**config.mk**
```make
export PLATFORM = sky130hd
export DESIGN_NAME = uart_text_loader
export DESIGN_NICKNAME = d
export VERILOG_FILES = /design/src/rtl/arm_const.sv /design/src/rtl/uart_text_loader_rx.sv /design/src/rtl/uart_text_loader.sv
export SDC_FILE = /design/constraint.sdc
export NUM_CORES = 1
export LEC_CHECK = 0
export CAP_MARGIN = 20
export CORE_UTILIZATION = 54
export CTS_BUF_LIST = sky130_fd_sc_hd__clkbuf_4 sky130_fd_sc_hd__clkbuf_8
export CTS_CLUSTER_DIAMETER = 80
export CTS_CLUSTER_SIZE = 16
export DETAILED_ROUTE_END_ITERATION = 8
export HOLD_SLACK_MARGIN = 0.06
export PLACE_DENSITY = 0.91
export SLEW_MARGIN = 25
export SYNTH_ARGS = -nofsm -noshare
export SYNTH_HDL_FRONTEND = slang
export SYNTH_HIERARCHICAL = 1
export SYNTH_SLANG_ARGS = --single-unit
```
**constraint.sdc**
```tcl
create_clock -name clk -period 2.5 [get_ports clk]
set_input_delay 0.5 -clock clk [delete_from_list [all_inputs] [get_ports clk]]
set_output_delay 0.5 -clock clk [all_outputs]
set_load 0.005 [all_outputs]
```
**src/rtl/arm_const.sv**
```systemverilog
// rtl/arm_const.sv - shared constants and state types for the text loader path
package arm_const;

    localparam logic [31:0] TEXT_BASE_ADDR = 32'h0000_0000;
    localparam int          TEXT_MAX_WORDS = 256;

    typedef enum logic [1:0] {IDLE, START, DATA, STOP} rx_state_t;
    typedef enum logic [1:0] {COLLECT, WRITE, DONE} ld_state_t;

endpackage

```
**src/rtl/uart_text_loader_rx.sv**
```systemverilog
// rtl/uart_text_loader_rx.sv - 8N1 UART receiver with 2-FF input synchronizer
module uart_rx
    import arm_const::*;
#(
    parameter int CLKS_PER_BIT = 434
) (
    input  logic       clk,
    input  logic       reset,
    input  logic       rx,
    output logic       byte_valid,
    output logic [7:0] byte_data,
    output logic       stop_err
);

    localparam int CNT_W = $clog2(CLKS_PER_BIT) + 1;
    localparam logic [CNT_W-1:0] HALF_LAST = CNT_W'(CLKS_PER_BIT / 2 - 1);
    localparam logic [CNT_W-1:0] FULL_LAST = CNT_W'(CLKS_PER_BIT - 1);

    rx_state_t        state;
    logic             rx_meta;
    logic             sync_rx;
    logic [CNT_W-1:0] baud_cnt;
    logic [2:0]       bit_cnt;
    logic [7:0]       shreg;

    always_ff @(posedge clk) begin
        if (reset) begin
            rx_meta    <= 1'b1;
            sync_rx    <= 1'b1;
            state      <= IDLE;
            baud_cnt   <= '0;
            bit_cnt    <= '0;
            shreg      <= '0;
            byte_valid <= 1'b0;
            byte_data  <= '0;
            stop_err   <= 1'b0;
        end else begin
            rx_meta    <= rx;
            sync_rx    <= rx_meta;
            byte_valid <= 1'b0;
            stop_err   <= 1'b0;
            case (state)
                IDLE: begin
                    baud_cnt <= '0;
                    bit_cnt  <= '0;
                    if (!sync_rx) state <= START;
                end
                START: begin
                    // Mid-bit recheck rejects short low glitches
                    if (baud_cnt == HALF_LAST) begin
                        baud_cnt <= '0;
                        state    <= sync_rx ? IDLE : DATA;
                    end else begin
                        baud_cnt <= baud_cnt + 1'b1;
                    end
                end
                DATA: begin
                    if (baud_cnt == FULL_LAST) begin
                        baud_cnt <= '0;
                        shreg    <= {sync_rx, shreg[7:1]};
                        bit_cnt  <= bit_cnt + 1'b1;
                        if (bit_cnt == 3'd7) state <= STOP;
                    end else begin
                        baud_cnt <= baud_cnt + 1'b1;
                    end
                end
                STOP: begin
                    if (baud_cnt == FULL_LAST) begin
                        baud_cnt <= '0;
                        state    <= IDLE;
                        if (sync_rx) begin
                            byte_valid <= 1'b1;
                            byte_data  <= shreg;
                        end else begin
                            stop_err <= 1'b1;
                        end
                    end else begin
                        baud_cnt <= baud_cnt + 1'b1;
                    end
                end
                default: state <= IDLE;
            endcase
        end
    end

endmodule

```
**src/rtl/uart_text_loader.sv**
```systemverilog
// rtl/uart_text_loader.sv - packs a NUL-terminated UART string into DATA_RAM words
module uart_text_loader
    import arm_const::*;
#(
    parameter int          CLK_FREQ  = 50_000_000,
    parameter int          BAUD      = 115200,
    parameter logic [31:0] BASE_ADDR = TEXT_BASE_ADDR,
    parameter int          MAX_WORDS = TEXT_MAX_WORDS
) (
    input  logic        clk,
    input  logic        reset,
    input  logic        rx,
    output logic        mem_we,
    output logic [31:0] mem_addr,
    output logic [31:0] mem_wdata,
    output logic        cpu_hold,
    output logic        start_pulse,
    output logic        frame_err,
    output logic        overflow
);

    localparam int WIDX_W = $clog2(MAX_WORDS) + 1;

    logic              byte_valid;
    logic [7:0]        byte_data;
    logic              stop_err;
    ld_state_t         state;
    logic [WIDX_W-1:0] word_idx;
    logic [1:0]        byte_idx;
    logic [31:0]       word_buf;
    logic              term;
    logic              hold_r;

    uart_rx #(
        .CLKS_PER_BIT(CLK_FREQ / BAUD)
    ) u_rx (
        .clk       (clk),
        .reset     (reset),
        .rx        (rx),
        .byte_valid(byte_valid),
        .byte_data (byte_data),
        .stop_err  (stop_err)
    );

    always_ff @(posedge clk) begin
        if (reset) begin
            state     <= COLLECT;
            word_idx  <= '0;
            byte_idx  <= '0;
            word_buf  <= '0;
            term      <= 1'b0;
            hold_r    <= 1'b0;
            frame_err <= 1'b0;
            overflow  <= 1'b0;
        end else begin
            if (stop_err) frame_err <= 1'b1;
            case (state)
                COLLECT: begin
                    if (byte_valid) begin
                        hold_r <= 1'b1;
                        word_buf[{byte_idx, 3'b000} +: 8] <= byte_data;
                        byte_idx <= byte_idx + 1'b1;
                        if (byte_data == 8'h00 || byte_idx == 2'd3) begin
                            state <= WRITE;
                            term  <= (byte_data == 8'h00);
                        end
                    end
                end
                WRITE: begin
                    word_idx <= word_idx + 1'b1;
                    byte_idx <= '0;
                    // Cleared so lanes above a terminator read back as zero
                    word_buf <= '0;
                    term     <= 1'b0;
                    if (term) begin
                        state <= DONE;
                    end else if (word_idx == WIDX_W'(MAX_WORDS - 1)) begin
                        overflow <= 1'b1;
                        state    <= DONE;
                    end else begin
                        state <= COLLECT;
                    end
                end
                DONE: begin
                    hold_r   <= 1'b0;
                    word_idx <= '0;
                    state    <= COLLECT;
                end
                default: state <= COLLECT;
            endcase
        end
    end

    assign mem_we      = (state == WRITE);
    assign mem_addr    = BASE_ADDR + (32'(word_idx) << 2);
    assign mem_wdata   = word_buf;
    assign start_pulse = (state == DONE);
    assign cpu_hold    = (state != DONE) && (hold_r || (state == COLLECT && byte_valid));

endmodule

```
==> flow_metrics.py, run 1 <==
metrics = {
    "setup_path": {
        "cp-end-kind": "output pin",
        "slowest_stage": "clkdlybuf4s50_1",
        "worstPathRequired_ns": 2.00,
        "arrival_ns": 1.91,
        "path_class": "reg -> out",
        "path_cells": "inv_1 > ha_1 > clkdlybuf4s50_1",
        "startpoint_type": "flip-flop",
        "cp_max_fo": 16,
        "max_stage_delay_ns": 0.61,
    },
    "clocking": {
        "post_cts_buffers": 0,
        "clk_path_buf_depth": 2,
        "ctsResizeCount": 0,
        "htreeDepth": 3,
        "cts_tree": "done",
        "cts_hold_buffers": 0,
        "clkLatencyLatePin_ns": 0.37,
        "cts_root_buf": "clkbuf_8",
        "clock-sinks": 84,
        "cts-buffers-inserted": 9,
        "clk_pin_slew_worst_paths_ns": 0.09,
    },
    "synthesis": {
        "synth_top_family_by_area": "simple AND/OR/NAND/NOR gates",
        "synth_seq_area_share": 0.4324,
        "synth_seq_cells": 84,
        "synth-async-reset-ratio": 0,
        "synth_edf_count": 0,
        "synthDistinctLibCells": 57,
        "synth_top_cell_by_area": "dfxtp_1",
        "syn_avg_cell_area_um2": 9.416,
        "yosys.area_share.simple": 0.2255,
        "ys_warn_count": 6,
        "postSynthCellCount": 413,
        "syn-cell-area_um2": 3889,
        "synth_ff_type": "dfxtp_1",
        "synth-xor-area-share": 0.03378,
        "synth_mux_area_frac": 0.06467,
        "synth_top_area_share": 0.4324,
        "synth_compound_area_frac": 0.09620,
        "synthAdderAreaFrac": 0.05148,
        "synth.area.top_cells": "dfxtp_1 (43%), nor2_1 (7.5%), mux2i_1 (6.2%)",
    },
    "drt": {
        "wl_met2_um": 3962,
        "final_antenna_net_count": 0,
        "drc": 0,
        "top_layer": "met4",
        "via_per_inst": 5.418,
        "vias": 3034,
        "drt_first_pass_iters": 4,
        "wl_met3_um": 334,
        "wl_met1_um": 3351,
        "wl_per_cell_um": 13.95,
        "wl_um": 7811,
        "drt-initial-drc-count": 140,
    },
    "cells_and_area": {
        "drive_above_1_share": 0.08405,
        "fillCellCount": 516,
        "final_common_cell": "dfxtp_1",
        "final_net_count": 478,
        "regArea_um2": 1682,
        "diodes": 0,
        "area_delta_synth_final_pct": 15.25,
        "multi_input_area_um2": 1921,
        "layout_common_cells": "dfxtp_1 (84), nor2_1 (78), clkdlybuf4s50_1 (47)",
        "fin_cells": 560,
    },
    "sta": {
        "slew_headroom": 0.5049,
        "fin_ws_ns": 0.09221,
        "tns_ns": 0,
        "finalSetupViolCount": 0,
        "finalHoldViolCount": 0,
        "report.final.slew_viol_count": 0,
        "worst_pin_slew_ns": 0.7371,
        "fin_crit_ns": 2.408,
        "skew_ns": 0.01809,
        "fmax_mhz": 415.3,
        "timing.final.crit_share": 0.9631,
        "rsz0062_at_grt": "false",
    },
    "floorplanning": {
        "die_h_um": 86.86,
        "rows": 30,
        "io-pin-count": 72,
        "design.die.area_um2": 7545,
        "core-area_um2": 6869,
        "die_w_um": 86.86,
        "initial_core_util": 0.5661,
    },
    "place": {
        "placement.io_buffers": 48,
        "routabilityCongestion": 0.8595,
        "post-place-ws_ns": 0.4228,
        "placed_cells": 544,
        "dp_hpwl_um": 5660,
    },
    "grt": {
        "antenna_found_initial": 0,
        "grt_pass1_wl_um": 12790,
        "grt-ovfl-total": 0,
        "grt_pass1_vias": 2787,
        "grt_max_degree": 36,
        "track_usage": 0.2193,
    },
    "power_and_ir_drop": {
        "clockPowerShare": 0.398,
        "p_sw_frac": 0.2492,
        "internal_power_w": 0.001741,
        "report.power.total_w": 0.002319,
        "switchingPower_w": 0.0005778,
        "p_per_area_nw_per_um2": 517.4,
        "p_leak_nw": 1.615,
        "combPwrFrac": 0.021,
        "p_seq_frac": 0.581,
        "peakVddDrop_mv": 0.3148,
    },
    "min_path": {
        "hp-class": "reg -> reg",
    },
    "job": {
        "cap_violations": 0,
    },
    "run_status": {
        "status": "finished clean",
    },
}
## critical path, delay by kind of cell (launching register included)
family | cells | cell delay, ns
adders and majority gates | 1 | 0.50
buffers and inverters | 2 | 0.70
DFF | 1 | 0.33
## metrics by stage
| stage | instance area, um^2 | hold slack (ns) | util |
|---|---|---|---|
| after global routing | 4482 | 0.4529 | 0.6525 |
| after floorplan | 3971 | 0.3895 | - |
| final | 4482 | 0.4246 | 0.6525 |
| after CTS | 4482 | 0.4297 | 0.6525 |
| after detailed placement | 4295 | 0.4011 | 0.6253 |
| after global placement | 4295 | 0.3977 | 0.6253 |
## state kept, by name, summed over array words and instances, names as in the netlist, named ones only
signal,count
byte_idx,2
frame_err,1
u_rx/rx_meta,1
u_rx/byte_data,8
hold_r,1
u_rx/state,1
u_rx/baud_cnt,10
u_rx/bit_cnt,3
u_rx/stop_err,1
term,1
mem_wdata,32
u_rx/sync_rx,1
state,2
word_idx,9
u_rx/byte_valid,1
u_rx/shreg,8
overflow,1
## layer usage
metal  GRT usage  vias up
li1            -     1471
met2      0.3794       77
met5           0        -
met1      0.2606     1474
met4      0.1061        0
met3     0.04265       12
## synth_stat cells, types with 3 or more instances
cell / count
clkbuf_8: 4
a21oi_1: 10
mux2i_1: 24
and3_1: 3
nand2b_1: 3
nor2_1: 78
xnor2_1: 7
xor2_1: 8
o21ai_0: 4
nor4_1: 3
and4_1: 3
nand3_1: 13
buf_4: 23
nor3_1: 7
inv_1: 16
clkbuf_1: 7
ha_1: 16
a31oi_1: 5
dfxtp_1: 84
nand2_1: 19
buf_6: 3
a22oi_1: 24
and2_1: 8
## cell families after synthesis
| group | Yosys count |
|---|---|
| xor gates and xnor gates | 15 |
| buffers and inverters | 56 |
| DFF | 84 |
| adders and majority gates | 16 |
| other | 1 |
| muxes | 25 |
| and+or+nand+nor | 162 |
| AOI/OAI and AO/OA | 54 |
## layout make-up
| type | instances | share of cell area |
|---|---|---|
| clock buffers | 9 | 0.02764 |
| multi-input cells | 295 | 0.4285 |
| flip-flops and latches | 84 | 0.3752 |
| clock inverters | 7 | 0.01396 |
| repair buffers | 53 | 0.1145 |
| well taps | 96 | 0.02680 |
| inverters | 16 | 0.01340 |
## final timing paths
check / startpoint / cells after the start / endpoint / slack (ns)
max: state[1] / 3 / mem_we / 0.09
min: u_rx/rx_meta / 1 / u_rx/sync_rx / 0.42
max reg2reg: state[1] / 6 / mem_wdata[15] / 0.33
min reg2reg: u_rx/rx_meta / 1 / u_rx/sync_rx / 0.42
## power groups by stage
stage               combinational [W]  sequential (W)  clock [W]
detailed placement          0.0000475         0.00138          0
finish                      0.0000484         0.00135   0.000923
CTS                         0.0000476         0.00135   0.000934
global placement            0.0000463         0.00138          0
floorplan                   0.0000701         0.00138          0
global route                0.0000556         0.00135   0.000993
Note: power is estimated with default switching activity, not from simulation.
==> run 2: changes to the inputs <==
--- a/config.mk
+++ b/config.mk
@@ -6,7 +6,7 @@
 export NUM_CORES = 1
 export LEC_CHECK = 0
 export CAP_MARGIN = 20
-export CORE_UTILIZATION = 54
+export CORE_UTILIZATION = 53
 export CTS_BUF_LIST = sky130_fd_sc_hd__clkbuf_4 sky130_fd_sc_hd__clkbuf_8
 export CTS_CLUSTER_DIAMETER = 80
 export CTS_CLUSTER_SIZE = 16
@@ -16,5 +16,4 @@
 export SLEW_MARGIN = 25
 export SYNTH_ARGS = -nofsm -noshare
 export SYNTH_HDL_FRONTEND = slang
-export SYNTH_HIERARCHICAL = 1
 export SYNTH_SLANG_ARGS = --single-unit
==> run 2 against run 1 <==
Setup slack better by 0.091 ns. Critical path type unchanged. Register-to-register slack improved by 0.02 ns. Clock skew is 0.0068 ns lower. The flow now finishes with violations (design-rule violations). Die area fell by 5.1%. Flip-flop and latch count unchanged. Combinational power is 85% higher. First-iteration DRC count is 19% higher. Highest routed layer unchanged.
==> flow_metrics.py, run 2 <==
metrics = {
    "clocking": {
        "clock-sinks": 84,
        "cts-buffers-inserted": 9,
        "htreeDepth": 3,
        "cts_tree": "done",
        "cts_root_buf": "clkbuf_8",
        "clk_pin_slew_worst_paths_ns": 0.09,
        "clk_path_buf_depth": 2,
        "clkLatencyLatePin_ns": 0.35,
        "post_cts_buffers": 0,
    },
    "grt": {
        "grt_use_met1": 0.2523,
        "grt-ovfl-total": 0,
        "grt_pass1_wl_um": 12100,
        "busiest_layer": "met2",
        "grt_max_degree": 57,
        "track_usage": 0.2123,
        "grt_use_met3": 0.05506,
        "grt_use_met2": 0.3636,
        "grt_pass1_vias": 2609,
        "antenna_found_initial": 0,
    },
    "sta": {
        "finalHoldViolCount": 0,
        "fin_ws_ns": 0.1829,
        "timing.final.crit_share": 0.9269,
        "slew_headroom": 0.5047,
        "report.final.slew_viol_count": 0,
        "fin_crit_ns": 2.317,
        "worst_pin_slew_ns": 0.7362,
        "rsz0062_at_grt": "false",
        "tns_ns": 0,
        "finalSetupViolCount": 0,
        "skew_ns": 0.01133,
        "fmax_mhz": 431.6,
    },
    "cells_and_area": {
        "final_util": 0.6610,
        "drive_above_1_share": 0.07126,
        "final_common_cell": "dfxtp_1",
        "area_delta_synth_final_pct": 17.98,
        "layout_common_cells": "dfxtp_1 (84), nor2_1 (71), clkdlybuf4s50_1 (47)",
        "final_net_count": 450,
        "largest_reg_flops": 32,
        "diodes": 0,
    },
    "synthesis": {
        "postSynthCellCount": 382,
        "synth_most_common_cell": "dfxtp_1",
        "synth-async-reset-ratio": 0,
        "synth_ff_type": "dfxtp_1",
        "syn_avg_cell_area_um2": 9.472,
        "synth_seq_cells": 84,
        "ys_warn_count": 0,
        "synth_seq_area_share": 0.4647,
        "synth_top_cell_by_area": "dfxtp_1",
        "syn-cell-area_um2": 3618,
        "synth_top_area_share": 0.4647,
        "yosys-top-cells-count": "dfxtp_1 (84), nor2_1 (71), buf_4 (23), mux2i_1 (19)",
        "synth.area.top_cells": "dfxtp_1 (46%), nor2_1 (7.4%), ha_1 (5.9%)",
        "synthDistinctLibCells": 42,
        "synth_edf_count": 0,
    },
    "setup_path": {
        "path_buf_inv": 2,
        "cpLargestDelayFamily": "buffers and inverters",
        "cp-end-kind": "output pin",
        "arrival_ns": 1.82,
        "rrSetupSlack_ns": 0.35,
        "cp-startpoint": "state[0]",
        "slowest_stage": "clkdlybuf4s50_1",
        "cp_max_fo": 11,
        "max_stage_delay_ns": 0.50,
        "path_cells": "inv_1 > ha_2 > a21oi_1 > nor2_1 > clkdlybuf4s50_1",
        "reg2reg_from": "byte_idx[0]",
        "path_class": "reg -> out",
        "worstPathRequired_ns": 2.00,
        "startpoint_type": "flip-flop",
    },
    "floorplanning": {
        "design.die.area_um2": 7161,
        "io-pin-count": 72,
        "core-area_um2": 6459,
        "die_h_um": 84.63,
        "rows": 29,
        "initial_core_util": 0.5602,
        "die_w_um": 84.63,
    },
    "min_path": {
        "worstHoldStart": "u_rx.rx_meta",
        "hp-class": "reg -> reg",
    },
    "power_and_ir_drop": {
        "switchingPower_w": 0.0006196,
        "internal_power_w": 0.001768,
        "p_seq_frac": 0.565,
        "p_leak_nw": 1.632,
        "peakVddDrop_mv": 0.3132,
        "p_per_area_nw_per_um2": 559.3,
        "combPwrFrac": 0.037,
        "p_sw_frac": 0.2595,
        "clockPowerShare": 0.397,
        "report.power.total_w": 0.002388,
    },
    "job": {
        "cap_violations": 0,
    },
    "run_status": {
        "status": "finished with violations",
        "violations": "design-rule violations",
    },
    "drt": {
        "drc": 7,
        "wl_um": 7464,
        "vias": 2882,
        "drt_first_pass_iters": 9,
        "wl_per_cell_um": 14.58,
        "drt-initial-drc-count": 167,
        "final_antenna_net_count": 0,
        "via_per_inst": 5.629,
    },
    "place": {
        "post-place-ws_ns": 0.4304,
        "routabilityCongestion": 0.8480,
        "placement.io_buffers": 48,
        "dp_hpwl_um": 5226,
    },
}
## run 2: changes by cell type after synthesis, sizes merged, moves of 6 or more
cell	previous run	this run
nor2b	0	6
a22o	0	16
a22oi	24	18
and2	8	0
nor2	79	72
inv	16	10
clkbuf	12	6
## run 2: what timing repair did
item,in CTS,in global routing
hold buffers,0,0
gates resized for setup,0,1
endpoints found under the setup margin,0,1
## run 2: cell families after synthesis
group / count (synthesis) / share of synthesized area
xor gates and xnor gates: 14 / 0.03389
muxes: 19 / 0.05256
and+or+nand+nor: 140 / 0.1940
buffers and inverters: 45 / 0.07157
DFF: 84 / 0.4647
other: 1 / 0.001036
adders and majority gates: 17 / 0.05878
AOI/OAI and AO/OA: 62 / 0.1234
## run 2: worst reg2reg max path, cell delays in order, from the launching register on
cell and delay, ns:
dfxtp_1 0.51, inv_2 0.11, ha_1 0.40, nand4bb_1 0.22, nor2_1 0.44, a22oi_1 0.20, nor2_1 0.20
## run 2: cell type report
| type | count | area (um^2) |
|---|---|---|
| Fill cell | 484 | 2190 |
| Clock buffer | 9 | 123.9 |
| Timing Repair Buffer | 50 | 490.5 |
| Tap cell | 77 | 96.34 |
| Inverter | 10 | 37.54 |
| Clock inverter | 7 | 76.32 |
| Multi-Input combinational cell | 275 | 1763 |
| Sequential cell | 84 | 1682 |
## run 2: per-stage QoR
step                instance area, um^2  cells  hold slack (ns)
detailed placement                 4066    496           0.4069
global route                       4269    512           0.4544
floorplan                          3701    404           0.3895
global placement                   4066    496           0.3914
CTS                                4267    512           0.4297
finish                             4269    512           0.4236
## run 2: per-layer routing
layer,wire length [um],share of wire
met4,212,0.028
met5,0,0
met2,3686,0.49
met1,3107,0.42
met3,458,0.061
## run 2: power groups by stage
stage                     sequential [W]  clock, W  combinational (W)
final                            0.00135  0.000948          0.0000894
after global placement           0.00138         0          0.0000822
after CTS                        0.00135  0.000957          0.0000864
after global routing             0.00135   0.00103          0.0000994
after detailed placement         0.00138         0          0.0000860
after floorplan                  0.00138         0          0.0000919
## run 2: final timing paths
kind	end	cells after the start
setup / recovery	cpu_hold	5
hold / removal	u_rx.sync_rx	1
setup reg to reg	mem_wdata[4]	6
hold reg to reg	u_rx.sync_rx	1
==> run 3: changes to the inputs <==
--- a/config.mk
+++ b/config.mk
@@ -5,14 +5,16 @@
 export SDC_FILE = /design/constraint.sdc
 export NUM_CORES = 1
 export LEC_CHECK = 0
+export ABC_AREA = 1
 export CAP_MARGIN = 20
-export CORE_UTILIZATION = 53
+export CORE_UTILIZATION = 58
 export CTS_BUF_LIST = sky130_fd_sc_hd__clkbuf_4 sky130_fd_sc_hd__clkbuf_8
 export CTS_CLUSTER_DIAMETER = 80
 export CTS_CLUSTER_SIZE = 16
 export DETAILED_ROUTE_END_ITERATION = 8
 export HOLD_SLACK_MARGIN = 0.06
-export PLACE_DENSITY = 0.91
+export PLACE_DENSITY = 0.95
+export SKIP_LAST_GASP = 1
 export SLEW_MARGIN = 25
 export SYNTH_ARGS = -nofsm -noshare
 export SYNTH_HDL_FRONTEND = slang
==> constraint.sdc (replaced) <==
create_clock -name clk -period 2.8 [get_ports clk]
set_input_delay 0.56 -clock clk [delete_from_list [all_inputs] [get_ports clk]]
set_output_delay 0.56 -clock clk [all_outputs]
set_load 0.005 [all_outputs]
==> run 3 against run 2 <==
The flow still finishes with violations (design-rule violations). Critical endpoint unchanged. Non-clock buffer count is the same. Critical path depth grew 2. Critical path type unchanged. Die area shrank 1.4%. Synthesized area grew 7.8%. Clock skew shrank 0.0033 ns. Largest cell class unchanged. Cell area grew 6.7%.
==> flow_metrics.py, run 3 <==
metrics = {
    "drt": {
        "wl_um": 8319,
        "final_antenna_net_count": 0,
        "drc": 14,
        "via_per_inst": 5.278,
        "vias": 3489,
        "wl_per_cell_um": 12.59,
        "drt_first_pass_iters": 8,
        "drt-initial-drc-count": 201,
    },
    "clocking": {
        "ctsResizeCount": 0,
        "cts-buffers-inserted": 9,
        "clk_path_buf_depth": 2,
        "clkLatencyLatePin_ns": 0.34,
        "clock-sinks": 84,
        "cts_tree": "done",
        "cts_root_buf": "clkbuf_8",
        "clk_pin_slew_worst_paths_ns": 0.08,
        "post_cts_buffers": 0,
        "cts_hold_buffers": 0,
        "htreeDepth": 3,
    },
    "cells_and_area": {
        "largest_reg_flops": 32,
        "final_common_cell": "nor2_1",
        "diodes": 0,
        "drive_above_1_share": 0.05308,
        "final_net_count": 600,
        "design_area_um2": 4556,
        "layout_common_cells": "nor2_1 (126), dfxtp_1 (84), nand2_1 (70)",
        "multi_input_area_um2": 1872,
        "fin_cells": 661,
        "fillCellCount": 497,
        "area_delta_synth_final_pct": 16.74,
        "regArea_um2": 1682,
    },
    "setup_path": {
        "max_stage_delay_ns": 0.53,
        "cp-end-kind": "output pin",
        "reg2reg_depth": 7,
        "path_cells": "inv_1 > ha_1 > nand2_1 > inv_1 > nor2_1 > nor2_1 > clkdlybuf4s50_1",
        "arrival_ns": 1.95,
        "startpoint_type": "flip-flop",
        "slowest_stage": "clkdlybuf4s50_1",
        "worstPathRequired_ns": 2.24,
        "path_class": "reg -> out",
        "cp_max_fo": 4,
    },
    "run_status": {
        "violations": "design-rule violations",
        "status": "finished with violations",
    },
    "synthesis": {
        "syn-cell-area_um2": 3902,
        "synth_top_cell_by_area": "dfxtp_1",
        "synth-async-reset-ratio": 0,
        "synth_seq_cells": 84,
        "synth_seq_area_share": 0.4309,
        "synth_ff_type": "dfxtp_1",
        "yosys-top-cells-count": "nor2_1 (126), dfxtp_1 (84), nand2_1 (70), inv_1 (51), o21ai_0 (37)",
        "synth_edf_count": 0,
        "syn_avg_cell_area_um2": 7.336,
        "synthDistinctLibCells": 35,
        "ys_warn_count": 0,
        "synth.area.top_cells": "dfxtp_1 (43%), nor2_1 (12%), nand2_1 (6.7%)",
        "synth_top_area_share": 0.4309,
        "postSynthCellCount": 532,
        "synth_most_common_cell": "nor2_1",
    },
    "sta": {
        "tns_ns": 0,
        "worst_pin_slew_ns": 0.6595,
        "slew_headroom": 0.5590,
        "report.final.slew_viol_count": 0,
        "rsz0062_at_grt": "false",
        "fmax_mhz": 397.9,
        "whs_ns": 0.4147,
        "finalSetupViolCount": 0,
        "skew_ns": 0.008070,
        "timing.final.crit_share": 0.8976,
        "finalHoldViolCount": 0,
        "fin_crit_ns": 2.513,
    },
    "min_path": {
        "hp-class": "reg -> reg",
        "min_path_cells": 1,
    },
    "power_and_ir_drop": {
        "p_per_area_nw_per_um2": 594.9,
        "internal_power_w": 0.001943,
        "p_sw_frac": 0.2830,
        "report.power.total_w": 0.002710,
        "p_seq_frac": 0.489,
        "peakVddDrop_mv": 0.5191,
        "p_leak_nw": 1.814,
        "clockPowerShare": 0.314,
        "combPwrFrac": 0.197,
        "switchingPower_w": 0.0007670,
    },
    "floorplanning": {
        "design.die.area_um2": 7060,
        "initial_core_util": 0.6076,
        "die_h_um": 84.03,
        "rows": 29,
        "core-area_um2": 6422,
        "io-pin-count": 72,
        "die_w_um": 84.03,
    },
    "grt": {
        "grt-ovfl-total": 0,
        "grt_pass1_wl_um": 14010,
        "antenna_found_initial": 0,
        "grt_pass1_vias": 3169,
        "track_usage": 0.2470,
        "grt_max_degree": 51,
    },
    "place": {
        "placed_cells": 646,
        "dpl_cell_area_um2": 4360,
        "placement.io_buffers": 48,
        "dp_hpwl_um": 5878,
        "routabilityCongestion": 0.9325,
    },
    "job": {
        "cap_violations": 0,
    },
}
run 3: cell types whose count changed in the layout (fill, tap and decap cells not counted), moves of 11 or more:
cell / before / now
nand3_1: 13 / 24
a22o_1: 16 / 0
o21ai_0: 5 / 37
mux2i_1: 19 / 0
a22oi_1: 17 / 0
inv_1: 9 / 51
nor3_1: 3 / 18
nor2_1: 71 / 126
nand2_1: 15 / 70
a21oi_1: 11 / 27
run 3: final timing paths:
kind                              startpoint            to  slack (ns)
worst min register to register  u_rx.rx_meta  u_rx.sync_rx        0.41
worst min-delay path            u_rx.rx_meta  u_rx.sync_rx        0.41
worst max-delay path                state[1]      cpu_hold        0.29
worst max register to register   byte_idx[0]  mem_wdata[0]        0.54
run 3: stage by stage:
| step | utilization | setup WS, ns |
|---|---|---|
| 6_report | 0.7093 | 0.2867 |
| 5_1_grt | 0.7093 | 0.1845 |
| 4_1_cts | 0.7093 | 0.2883 |
| 3_5_place_dp | 0.6789 | 0.6139 |
| 3_3_place_gp | 0.6789 | 0.8284 |
| 2_1_floorplan | - | 1.005 |
run 3: kinds of logic (layout without fill, tap and decap cells):
group / count (synthesis) / after routing / share of synthesized area
compound gates: 75 / 75 / 0.1039
xor+xnor: 9 / 9 / 0.02020
fa+ha+maj: 17 / 17 / 0.05450
buf+inv: 89 / 119 / 0.1106
flops: 84 / 84 / 0.4309
other cells: 1 / 23 / 0.0009609
simple gates: 257 / 257 / 0.2789
run 3: layout make-up:
| type | count | area share |
|---|---|---|
| clock buffers | 11 | 0.03186 |
| clock inverters | 4 | 0.01099 |
| inverters | 54 | 0.04449 |
| multi-input cells | 381 | 0.4109 |
| flip-flops and latches | 84 | 0.3691 |
| well taps | 77 | 0.02115 |
| repair buffers | 50 | 0.1115 |
run 3: power by group through the flow:
stage | clock network, W | registers [W] | logic (W)
3_5_place_dp | 0 | 0.00135 | 0.000511
4_1_cts | 0.000864 | 0.00132 | 0.000528
6_report | 0.000852 | 0.00132 | 0.000534
2_1_floorplan | 0 | 0.00135 | 0.000322
3_3_place_gp | 0 | 0.00134 | 0.000496
5_1_grt | 0.000921 | 0.00133 | 0.000593
run 3: worst max-delay path, delay by kind of cell, from the launching register on:
family	cells	cell delay (ns)
buf+inv	3	0.78
flops	1	0.33
fa+ha+maj	1	0.22
simple gates	3	0.29
run 3: metal layers:
metal	global-route usage	part of all wire	vias up
met1	0.2959	0.43	1603
met5	0	0	-
li1	-	-	1742
met3	0.04946	0.056	17
met2	0.4314	0.49	127
met4	0.1003	0.020	0
